`src/rtl/time_set_ctrl.sv`:
```
// -----------------------------------------------------------------------------
// time_set_ctrl
//   Front-panel time/alarm entry controller. It conditions three raw
//   push-buttons, walks the set-time / set-alarm editor and hands edited
//   values to the clock core through one-cycle load strobes. It also produces
//   a per-field blank mask so the LED driver can flash the field being edited.
//
// Ports
//   clk, rst_n                 system clock, asynchronous active-low reset
//   btn_mode/btn_next/btn_inc  raw buttons, active high, asynchronous
//   cur_hour/min/sec           current time from the clock core (binary)
//   cur_ahour/amin/asec        current alarm setting from the clock core
//   set_hour/min/sec           edit registers presented to the clock core
//   load_time                  1-cycle strobe: core loads set_* as time
//   load_alarm                 1-cycle strobe: core loads set_* as alarm
//   editing                    00 idle, 01 editing time, 10 editing alarm
//   blank                      {hour,min,sec} blank request, 1 = blank
// -----------------------------------------------------------------------------
module time_set_ctrl #(
   parameter int DEB_CYCLES = 1000000,
   parameter int BLINK_DIV  = 25000000
) (
   input  logic       clk,
   input  logic       rst_n,
   input  logic       btn_mode,
   input  logic       btn_next,
   input  logic       btn_inc,
   input  logic [7:0] cur_hour,
   input  logic [7:0] cur_min,
   input  logic [7:0] cur_sec,
   input  logic [7:0] cur_ahour,
   input  logic [7:0] cur_amin,
   input  logic [7:0] cur_asec,
   output logic [7:0] set_hour,
   output logic [7:0] set_min,
   output logic [7:0] set_sec,
   output logic       load_time,
   output logic       load_alarm,
   output logic [1:0] editing,
   output logic [2:0] blank
);

   localparam int DEB_W   = (DEB_CYCLES > 1) ? $clog2(DEB_CYCLES) : 1;
   localparam int BLINK_W = (BLINK_DIV  > 1) ? $clog2(BLINK_DIV)  : 1;
   localparam logic [DEB_W-1:0]   DEB_LAST   = DEB_W'(DEB_CYCLES - 1);
   localparam logic [BLINK_W-1:0] BLINK_LAST = BLINK_W'(BLINK_DIV - 1);

   localparam logic [7:0] HOUR_MAX = 8'd23;
   localparam logic [7:0] MS_MAX   = 8'd59;

   // Button vector index: 2 = mode, 1 = next, 0 = inc
   localparam int B_MODE = 2;
   localparam int B_NEXT = 1;
   localparam int B_INC  = 0;

   typedef enum logic [2:0] {
      IDLE = 3'd0,
      T_H  = 3'd1,
      T_M  = 3'd2,
      T_S  = 3'd3,
      A_H  = 3'd4,
      A_M  = 3'd5,
      A_S  = 3'd6
   } state_t;

   // Values outside the field range are treated as garbage and replaced by 0
   function automatic logic [7:0] clamp_field(input logic [7:0] v,
                                              input logic [7:0] vmax);
      return (v > vmax) ? 8'd0 : v;
   endfunction

   // Increment with wrap to 0 past the field maximum; no carry out
   function automatic logic [7:0] inc_wrap(input logic [7:0] v,
                                           input logic [7:0] vmax);
      return (v >= vmax) ? 8'd0 : v + 8'd1;
   endfunction

   function automatic logic [1:0] edit_code(input state_t s);
      case (s)
         T_H, T_M, T_S: return 2'b01;
         A_H, A_M, A_S: return 2'b10;
         default:       return 2'b00;
      endcase
   endfunction

   logic [2:0]       btn_raw;
   logic [2:0]       sync_p0;
   logic [2:0]       sync_p1;
   logic [2:0]       db_lvl;
   logic [2:0]       db_lvl_d;
   logic [DEB_W-1:0] deb_cnt [3];
   logic [2:0]       press;
   logic             ev_mode;
   logic             ev_next;
   logic             ev_inc;

   state_t           state;
   state_t           state_nx;
   logic [7:0]       hour_nx;
   logic [7:0]       min_nx;
   logic [7:0]       sec_nx;
   logic             load_time_nx;
   logic             load_alarm_nx;
   logic             blink_clr;
   logic [BLINK_W-1:0] blink_cnt;
   logic             blink_phase;

   assign btn_raw = {btn_mode, btn_next, btn_inc};

   // ---- stage p0/p1: two-flop synchronizer, then debounce ----
   always_ff @(posedge clk or negedge rst_n) begin
      if (!rst_n) begin
         sync_p0  <= '0;
         sync_p1  <= '0;
         db_lvl   <= '0;
         db_lvl_d <= '0;
         for (int i = 0; i < 3; i++) begin
            deb_cnt[i] <= '0;
         end
      end else begin
         sync_p0  <= btn_raw;
         sync_p1  <= sync_p0;
         db_lvl_d <= db_lvl;
         for (int i = 0; i < 3; i++) begin
            // Only an unbroken run of mismatching samples moves the level
            if (sync_p1[i] != db_lvl[i]) begin
               if (deb_cnt[i] == DEB_LAST) begin
                  db_lvl[i]  <= sync_p1[i];
                  deb_cnt[i] <= '0;
               end else begin
                  deb_cnt[i] <= deb_cnt[i] + 1'b1;
               end
            end else begin
               deb_cnt[i] <= '0;
            end
         end
      end
   end

   // Rising edge of the debounced level; a held button yields one pulse.
   // Priority mode > next > inc drops the weaker events of the same cycle.
   assign press   = db_lvl & ~db_lvl_d;
   assign ev_mode = press[B_MODE];
   assign ev_next = press[B_NEXT] & ~press[B_MODE];
   assign ev_inc  = press[B_INC]  & ~press[B_NEXT] & ~press[B_MODE];

   // ---- editor next-state ----
   always_comb begin
      state_nx      = state;
      hour_nx       = set_hour;
      min_nx        = set_min;
      sec_nx        = set_sec;
      load_time_nx  = 1'b0;
      load_alarm_nx = 1'b0;
      blink_clr     = 1'b0;

      case (state)
         IDLE: begin
            if (ev_mode) begin
               hour_nx   = clamp_field(cur_hour, HOUR_MAX);
               min_nx    = clamp_field(cur_min,  MS_MAX);
               sec_nx    = clamp_field(cur_sec,  MS_MAX);
               state_nx  = T_H;
               blink_clr = 1'b1;
            end
         end
         T_H, T_M, T_S, A_H, A_M, A_S: begin
            if (ev_mode) begin
               // Commit: set_* stays put while the strobe is high; the
               // alarm capture for the time->alarm hand-over happens after.
               if (edit_code(state) == 2'b01) begin
                  load_time_nx = 1'b1;
                  state_nx     = A_H;
               end else begin
                  load_alarm_nx = 1'b1;
                  state_nx      = IDLE;
               end
               blink_clr = 1'b1;
            end else if (ev_next) begin
               case (state)
                  T_H:     state_nx = T_M;
                  T_M:     state_nx = T_S;
                  T_S:     state_nx = T_H;
                  A_H:     state_nx = A_M;
                  A_M:     state_nx = A_S;
                  A_S:     state_nx = A_H;
                  default: state_nx = IDLE;
               endcase
               blink_clr = 1'b1;
            end else if (ev_inc) begin
               case (state)
                  T_H, A_H: hour_nx = inc_wrap(set_hour, HOUR_MAX);
                  T_M, A_M: min_nx  = inc_wrap(set_min,  MS_MAX);
                  T_S, A_S: sec_nx  = inc_wrap(set_sec,  MS_MAX);
                  default:  hour_nx = set_hour;
               endcase
            end
         end
         default: begin
            state_nx = IDLE;
         end
      endcase

      // The cycle carrying load_time is the one after which the edit
      // registers switch over to the alarm values.
      if (load_time) begin
         hour_nx = clamp_field(cur_ahour, HOUR_MAX);
         min_nx  = clamp_field(cur_amin,  MS_MAX);
         sec_nx  = clamp_field(cur_asec,  MS_MAX);
      end
   end

   // ---- stage p2: editor registers, strobes, blink timer ----
   always_ff @(posedge clk or negedge rst_n) begin
      if (!rst_n) begin
         state       <= IDLE;
         set_hour    <= '0;
         set_min     <= '0;
         set_sec     <= '0;
         load_time   <= 1'b0;
         load_alarm  <= 1'b0;
         editing     <= 2'b00;
         blink_cnt   <= '0;
         blink_phase <= 1'b0;
      end else begin
         state      <= state_nx;
         set_hour   <= hour_nx;
         set_min    <= min_nx;
         set_sec    <= sec_nx;
         load_time  <= load_time_nx;
         load_alarm <= load_alarm_nx;
         editing    <= edit_code(state_nx);
         // Restart the blink on every field change so the newly selected
         // field is visible for a full phase before it first blanks.
         if (blink_clr || (state_nx == IDLE)) begin
            blink_cnt   <= '0;
            blink_phase <= 1'b0;
         end else if (blink_cnt == BLINK_LAST) begin
            blink_cnt   <= '0;
            blink_phase <= ~blink_phase;
         end else begin
            blink_cnt <= blink_cnt + 1'b1;
         end
      end
   end

   always_comb begin
      blank = 3'b000;
      if (blink_phase) begin
         case (state)
            T_H, A_H: blank = 3'b100;
            T_M, A_M: blank = 3'b010;
            T_S, A_S: blank = 3'b001;
            default:  blank = 3'b000;
         endcase
      end
   end

endmodule

```
`config.mk`:
```
export PLATFORM = sky130hd
export DESIGN_NAME = time_set_ctrl
export DESIGN_NICKNAME = d
export VERILOG_FILES = /design/src/rtl/time_set_ctrl.sv
export SDC_FILE = /design/constraint.sdc
export NUM_CORES = 1
export LEC_CHECK = 0
export CORE_UTILIZATION = 52
export CTS_BUF_LIST = sky130_fd_sc_hd__clkbuf_4 sky130_fd_sc_hd__clkbuf_8
export DETAILED_ROUTE_END_ITERATION = 8
export GPL_ROUTABILITY_DRIVEN = 0
export PLACE_DENSITY = 0.84
export SETUP_SLACK_MARGIN = 0.1
export SYNTH_ARGS = -nofsm -noshare
export SYNTH_HDL_FRONTEND = slang
export SYNTH_SLANG_ARGS = --single-unit
```
`constraint.sdc`:
```
create_clock -name clk -period 2 [get_ports clk]
set_input_delay 0.5 -clock clk [delete_from_list [all_inputs] [get_ports clk]]
set_output_delay 0.5 -clock clk [all_outputs]
set_load 0.02 [all_outputs]
```
# [Yosys cells after proc, flatten, opt, wreduce, memory -nomap -nowiden]
# Index checks and enable logic that the tools add are counted.
# Widths: inputs -> output; s select.
[word_totals] register_bits=129 input_bits=53 output_inout_bits=31
[op_classes] add_sub_neg=7 magnitude_cmp=9 n_eq_ne=27 n_mux=62 n_bitwise=8 n_reduce_logical=19
[op_table] op="$mux 8" count=27
[op_table] op="$mux 20" count=6
[op_table] op="$add 20x1->20 const B" count=3
[op_table] op="$eq 20x20->1 const B" count=3
[op_table] op="$mux 25" count=2
[op_table] op="$pmux 8 s2" count=3
[op_table] op="$gt 8x6->1 const B" count=4
[op_table] op="$add 25x1->25 const B" count=1
[op_table] op="$eq 25x25->1 const B" count=1
[op_table] op="$add 8x1->8 const B" count=3
[op_table] op="$ne 3x3->1 const B" count=7
[op_table] op="$eq 3x3->1 const B" count=6
[op_table] op="$pmux 3 s6" count=1
[op_table] op="$reduce_and 6->1" count=3
[op_table] op="$ge 8x6->1 const B" count=2
[op_table] op="$gt 8x5->1 const B" count=2
[op_table] op="$mux 3" count=5
[op_table] op="$eq 3x2->1 const B" count=4
[op_table] op="$reduce_or 3->1" count=4
[op_table] op="$mux 1" count=11
[op_table] op="$pmux 3 s3" count=1
[op_table] op="$ge 8x5->1 const B" count=1
[op_table] op="$pmux 2 s2" count=2
[op_table] op="$eq 3x1->1 const B" count=2
[op_table] op="16 further kinds" count=28

# [Logic depth before layout (Yosys ltp)]
# Gate-level depths: netlist of the first run.
[depth] word_depth=12 mapped_depth=8

# [Worst setup path before layout of the first run]
# No wires, ideal clock.
[synth_path] kind="register to register" start="register deb_cnt[20] (netlist bit)" end="register deb_cnt[31] (netlist bit)" arrival_time_ps=1807 slack_ps=72 path_stages_with_launch=9 path_cell_list="dfrtp_1 ha_1 and4_1 nand2_1 nor4_1 or2_1 buf_2 buf_2 nor2_1"
[synth_via] elab_chain_cells=3
[synth_lines] item="from (decl)" line_no="91" source="logic [DEB_W-1:0] deb_cnt [3];"
[synth_lines] item="from (signal, indexed assignment)" line_no="131" source="deb_cnt[i] <= deb_cnt[i] + 1'b1;"
[synth_lines] item="$add 20x1->20 / $eq 20x20->1 (equally long branches)" line_no="131, 127"
[synth_lines] item="$mux 20 *" line_no="127" source="if (deb_cnt[i] == DEB_LAST) begin"
[synth_lines] item="$mux 20 *" line_no="126" source="if (sync_p1[i] != db_lvl[i]) begin"
# Every way passes the cells marked *; elsewhere a longest branch is shown, timed or not.
# A chain may end at the register's enable or synchronous reset.

# [Worst setup path in the final report of the first run]
[layout_path] start="register state[0]" end="register set_sec[0]"
[layout_via] elab_chain_cells=4
[layout_lines] item="from (decl)" line_no="97" source="state_t state;"
[layout_lines] item="from (signal assigned)" line_no="226" source="state <= state_nx;"
[layout_lines] item="$eq 3x2->1, or another cell as far along" line_no="157, 191"
[layout_lines] item="$reduce_or 6->1 / $reduce_or 2->1 (equally long branches)" line_no="157, 191"
[layout_lines] item="$ne 3x3->1 (no line), or another cell as far along"
[layout_lines] item="$reduce_and 6->1 (no line) / $mux 8 (equally long branches)"
[layout_lines] item="to (signal assigned)" line_no="229" source="set_sec <= sec_nx;"
[layout_lines] item="to (decl)" line_no="36" source="output logic [7:0] set_sec,"
# Parallel ways exist; a longest one is shown, timed or not.

==> run summary, run 1 <==
status - finished with violations
failing checks - DRC
critical path arrival - 2320 ps
CP Class - reg -> reg
Tcrit/Tclk final - 0.994
Min Clock Period, post-route - 1990 ps
CTS tree - yes
smallest setup slack after layout - 11.6 ps
startpoint type of the worst setup path - flip-flop
Post-Synthesis Cell Area - 6710 um^2
grt total ovfl - 0
worst skew pair latency - 450 ps
DR iter-0 viols - 619
Top FF cell, synth - dfrtp_1
Die Span Y - 116 um
register-to-register setup slack - 10 ps
largest net degree at the start of global routing - 38
# setup viols final - 0
vias in the first global route - 5720
pins over their slew limit - 0
RSZ-0062 raised after global routing - yes
leak pwr - 3.69 nW
initial core utilization - 0.532
P&R area growth vs syn - 30.5%
synthesized instance count - 669
Final Hold Fails - 0
syn nets - 729
worst slew pin tran - 619 ps
clk slew on worst S/H paths - 80 ps
vias per inst - 5.96
register area share after synthesis - 0.481
Core Area - 12600 um^2
per-cell routed wire length - 17.5 um
Port-buffer cells - 83
clk_skew - 12.5 ps
die area - 13400 um^2
#FFs+latches synth - 129
Worst R2R End - set_sec[0]$_DFFE_PN0P_
R2R depth - 7
Nets - 872
async set or reset register ratio after synthesis - 1.00
Ant. Diodes - 0
Syn Area/Cell - 10.0 um^2
Post-route DRC - 1
Die W - 116 um
layout cell share with drive strength beyond 1 - 0.209
H-tree lvl count - 4
drt total wl - 17500 um
Ys Warns - 0
Total Power - 5.18 mW
Peak VDD IR - 0.381 mV
worst r2r src - state[0]$_DFF_PN0_
fillers - 868
number of synthesized flops with an enable pin - 0
Row Count - 41
Tot GR Track Use - 0.257
dpl ws - -360 ps
Hold Path Class - in -> async
maximum clock frequency - 0.503 GHz
Initial DRT Pass Iterations - 9
required time of the critical path - 2340 ps
PwrDens - 591 nW/um^2
Worst Setup End Kind - flip-flop
first-pass GRT wire length - 26600 um
max cap viols - 0
synth unique cells - 68
Multi-input gate area - 3490 um^2
CTS max path bufs - 2
Detail Route Antenna Nets - 0
relative slew slack - 0.577
via count - 5936
WHS - 8.84 ps
hpwl dp - 10900 um
register cell area after layout - 3230 um^2
CP max FO - 7
Num CTS Buffers - 17
clock sink total - 129
Root Buffer Master - clkbuf_8
antenna violations before repair - 0
I/O Pins - 84
## how the worst max path moves through the flow
stage                                     start                     end  slack, ps  cells after the start
after floorplan           deb_cnt[20]$_DFF_PN0_   deb_cnt[31]$_DFF_PN0_        100                      8
after global placement              cur_amin[3]  set_min[3]$_DFFE_PN0P_       -250                      6
after detailed placement            cur_amin[3]  set_min[3]$_DFFE_PN0P_       -360                      6
after CTS                    state[0]$_DFF_PN0_                blank[0]         40                      3
after global routing         state[0]$_DFF_PN0_  set_sec[0]$_DFFE_PN0P_        -40                      7
final                        state[0]$_DFF_PN0_  set_sec[0]$_DFFE_PN0P_         10                      7
## final cells by class
| class | count | share of cell area |
|---|---|---|
| clock buffer | 21 | 0.0316 |
| multi-input combinational | 501 | 0.398 |
| inverter | 19 | 0.00814 |
| sequential | 129 | 0.369 |
| clock inverter | 10 | 0.0127 |
| tap | 172 | 0.0246 |
| timing repair buffer | 144 | 0.155 |
## metal layers
metal  vias up  wire length, um  global-route usage
met5         -                0                   0
met4         0              686               0.145
met3        64             1130              0.0560
met2       303             8820               0.445
met1      2906             6820               0.295
li1       2663                -                   -
## critical path, stage by stage, from the launching register on
cell	delay [ps]
dfrtp_2	470
buf_6	140
or3b_4	400
nor3_4	260
a2111oi_2	100
buf_4	190
a21o_1	150
o22a_1	160
## flip-flops by register name, indices dropped and copies added, names as in the netlist
signal / flops
set_min: 8
db_lvl_d: 3
db_lvl: 3
blink_phase: 1
editing: 2
deb_cnt: 60
load_alarm: 1
state: 3
blink_cnt: 25
sync_p1: 3
load_time: 1
set_hour: 8
set_sec: 8
sync_p0: 3
## what timing repair did
action,in CTS,in global routing
gates cloned,1,3
hold buffers,0,0
pin swaps,4,15
resized for setup,64,31
setup endpoints to repair,85,107
setup buffers,5,15
## cells in the mapped netlist, types with 5 or more instances
library cell | number | area share
a21oi_1 | 11 | 0.0082
a222oi_1 | 9 | 0.013
and2_1 | 9 | 0.0084
and3_1 | 16 | 0.015
and4_1 | 9 | 0.012
buf_2 | 9 | 0.0067
clkbuf_1 | 7 | 0.0039
dfrtp_1 | 129 | 0.48
ha_1 | 7 | 0.013
inv_1 | 19 | 0.011
nand2_1 | 40 | 0.022
nand3_1 | 37 | 0.028
nand3b_1 | 5 | 0.0056
nand4_1 | 21 | 0.020
nor2_1 | 104 | 0.058
nor2_4 | 17 | 0.029
nor2b_1 | 7 | 0.0065
nor3_1 | 21 | 0.016
nor4_1 | 15 | 0.014
o21a_1 | 5 | 0.0056
o21ai_0 | 5 | 0.0037
xnor2_1 | 44 | 0.057
xor2_1 | 38 | 0.050
## where the power goes
part           internal [mW]  switching [mW]  total, mW
sequential              2.63          0.0251       2.66
clock                   1.18            1.03       2.21
combinational          0.166           0.144      0.310
## stage by stage
stage | utilization | instance area (um^2) | instances | setup TNS (ps)
4_1_cts | 0.672 | 8480 | 978 | 0
3_5_place_dp | 0.632 | 7980 | 941 | -2370
2_1_floorplan | - | 6720 | 669 | 0
5_1_grt | 0.694 | 8760 | 996 | -116
3_3_place_gp | 0.632 | 7980 | 941 | -1360
6_report | 0.694 | 8760 | 996 | 0
## cells by family (layout without fill, tap and decap cells)
| family | Yosys count | in the layout | share of synthesized area |
|---|---|---|---|
| AO/OA/AOI/OAI | 69 | 69 | 0.0811 |
| flip-flops | 129 | 129 | 0.481 |
| multiplexers | 5 | 5 | 0.00802 |
| buffers and inverters | 40 | 194 | 0.0323 |
| adder cells (fa/ha/maj) | 8 | 8 | 0.0145 |
| XOR/XNOR | 82 | 82 | 0.107 |
| AND/OR/NAND/NOR | 336 | 337 | 0.276 |
## cells in the final DEF, fill, tap and decap left out, types with 18 or more instances in the layout
cell and count:
dlygate4sd2_1 28, nand3_1 37, clkdlybuf4s50_1 51, nor2_4 18, buf_4 54, nand2_1 40, inv_1 18, nand4_1 21
clkbuf_8 19, nor2_1 104, xor2_1 38, xnor2_1 44, dfrtp_1 126
No activity file was read; power rests on OpenSTA's default activity.
==> run 2: changes to the inputs <==
Settings changed: ABC_CLOCK_PERIOD_IN_PS set to 2000, RECOVER_POWER set to 50.
==> run 2 against run 1 <==
Compared with the run above:
- via count grew 0.13%
- final area shrank 0.61%
- die area unchanged
- first-iteration DRC count decreased by 1.9%
- critical path depth did not move
- maximum frequency is 0.29% higher
- total power is 0.37% lower
- global-route usage unchanged
- sequential power hardly changed
- the flow now finishes without violations
- non-clock buffer count stayed put
- combinational power is 5% lower
==> run summary, run 2 (synthesis gave the netlist of run 1 again) <==
required time of the critical path - 2340 ps (about the same)
per-cell routed wire length - 17.4 um (-0.58%)
P&R area growth vs syn - 29.7%
clk_skew - 12.8 ps (+0.255 ps)
Total Power - 5.16 mW (-0.37%)
Min Clock Period, post-route - 1980 ps (-5.79 ps)
via count - 5944 (+0.13%)
Final Hold Fails - 0 (unchanged)
Worst Setup End Kind - flip-flop
Peak VDD IR - 0.382 mV (+0.19%)
Clk pwr share - 0.428 (about the same)
Post-route DRC - 0 (-1)
internal power - 3.97 mW (-0.30%)
Core Area - 12600 um^2 (unchanged)
DR iter-0 viols - 607 (-1.9%)
Slowest-stage cell, CP - dfrtp_2
Initial DRT Pass Iterations - 7 (-2)
Top Registers - deb_cnt x60, blink_cnt x25
first-pass GRT wire length - 26600 um (unchanged)
relative slew slack - 0.421 (-0.155)
fin area - 8700 um^2 (-0.61%)
PwrDens - 593 nW/um^2 (+0.25%)
Ant. Diodes - 0 (unchanged)
# setup viols final - 0 (unchanged)
clk slew on worst S/H paths - 70 ps (about the same)
pins over their slew limit - 0 (unchanged)
leak pwr - 3.67 nW (-0.49%)
vias per inst - 5.97 (+0.13%)
RSZ-0062 raised after global routing - yes
hpwl dp - 10900 um (unchanged)
CTS max path bufs - 2 (unchanged)
Placed Area - 7980 um^2 (unchanged)
CP max FO - 7 (unchanged)
vias in the first global route - 5720 (unchanged)
Detail Route Antenna Nets - 0 (unchanged)
maximum clock frequency - 0.504 GHz (+0.29%)
Tot GR Track Use - 0.257 (unchanged)
CTS tree - yes
H-tree lvl count - 4 (unchanged)
clock sink total - 129 (unchanged)
power share of the combinational group - 0.057 (-0.003)
Die Span Y - 116 um (unchanged)
critical path, cell by cell - buf_6, or3b_4, nor3_4, a2111oi_2, buf_4, a21o_1, o22a_1
sw frac - 0.230 (-0.000489)
layout cell share with drive strength beyond 1 - 0.206 (-0.00243)
dpl ws - -360 ps (unchanged)
Seq pwr share - 0.515 (+0.002)
antenna violations before repair - 0 (unchanged)
die area - 13400 um^2 (unchanged)
commonest non-fill, non-tap cell in the layout - dfrtp_1
Root Buffer Master - clkbuf_8
critical path arrival - 2320 ps (about the same)
Nets - 872 (unchanged)
startpoint type of the worst setup path - flip-flop
drt total wl - 17400 um (-0.58%)
initial core utilization - 0.532 (unchanged)
largest net degree at the start of global routing - 38 (unchanged)
smallest setup slack after layout - 17.4 ps (+5.79 ps)
Row Count - 41 (unchanged)
Hold Path Class - in -> async
number of flip-flops under the largest register name - 60 (unchanged)
Largest Register - deb_cnt
I/O Pins - 84 (unchanged)
status - completed
WHS - 151 ps (+142 ps)
CP peak stage delay - 470 ps (about the same)
commonest cells after routing, fill and taps aside - dfrtp_1 (126), nor2_1 (104), buf_4 (51)
CTS Hold Bufs - 0 (unchanged)
Die W - 116 um (unchanged)
Tcrit/Tclk final - 0.991 (-0.00290)
grt total ovfl - 0 (unchanged)
worst skew pair latency - 450 ps (about the same)
final core occ - 0.690 (-0.00426)
Psw - 1.19 mW (-0.58%)
CP Class - reg -> reg
Num CTS Buffers - 17 (unchanged)
max cap viols - 0 (unchanged)
worst slew pin tran - 868 ps (+249 ps)
Port-buffer cells - 83 (unchanged)
run 2: changes by cell type in the layout (fill, tap and decap cells not counted), moves of 3 or more:
cell,delta
clkbuf_2,+4
clkdlybuf4s50_1,-3
dlygate4sd3_1,+3
buf_12,-3
buf_4,-3
run 2: power groups by stage:
stage	Combinational (mW)	Sequential, mW	Clock, mW
3_5_place_dp	0.291	2.71	0
2_1_floorplan	0.0702	2.71	0
6_report	0.295	2.66	2.21
4_1_cts	0.291	2.66	2.21
5_1_grt	0.326	2.66	2.34
3_3_place_gp	0.280	2.71	0
run 2: critical path, delay by kind of cell, from the launching register on:
kind	cells	cell delay, ps
simple gates	2	660
flops	1	470
compound gates	3	410
buf+inv	2	330
run 2: cell type report:
class                   instances  area [um^2]
clock inverters                10          111
flip-flops and latches        129         3230
inverters                      19         71.3
clock buffers                  21          277
fillers                       876         3920
repair buffers                144         1310
multi-input cells             501         3490
well taps                     172          215
run 2: worst paths after layout:
check	slack [ps]	depth (start not counted)	from	endpoint
max	20	7	state[0]$_DFF_PN0_	set_sec[0]$_DFFE_PN0P_
min	150	1	rst_n	set_min[7]$_DFFE_PN0P_
max reg2reg	20	7	state[0]$_DFF_PN0_	set_sec[0]$_DFFE_PN0P_
min reg2reg	350	0	sync_p0[1]$_DFF_PN0_	sync_p1[1]$_DFF_PN0_
max in group asynchronous	430	2	rst_n	state[2]$_DFF_PN0_
min in group clk	350	0	sync_p0[1]$_DFF_PN0_	sync_p1[1]$_DFF_PN0_
run 2: stage by stage:
stage / cells / TNS (ps)
2_1_floorplan: 669 / 0
3_3_place_gp: 941 / -1360
3_5_place_dp: 941 / -2370
4_1_cts: 978 / 0
5_1_grt: 996 / -116
6_report: 996 / 0
run 2: routing by layer:
metal | global-route usage | vias to the layer above | wire, um
met5 | 0 | - | 0
met4 | 0.145 | 0 | 699
met3 | 0.0560 | 70 | 1150
met2 | 0.445 | 307 | 8730
met1 | 0.295 | 2898 | 6780
li1 | - | 2669 | -
run 2: timing repair:
item	CTS	global route
resized for setup	64	31
buffers inserted	5	15
cloned	1	3
pin swaps	4	15
setup endpoints to repair	85	107
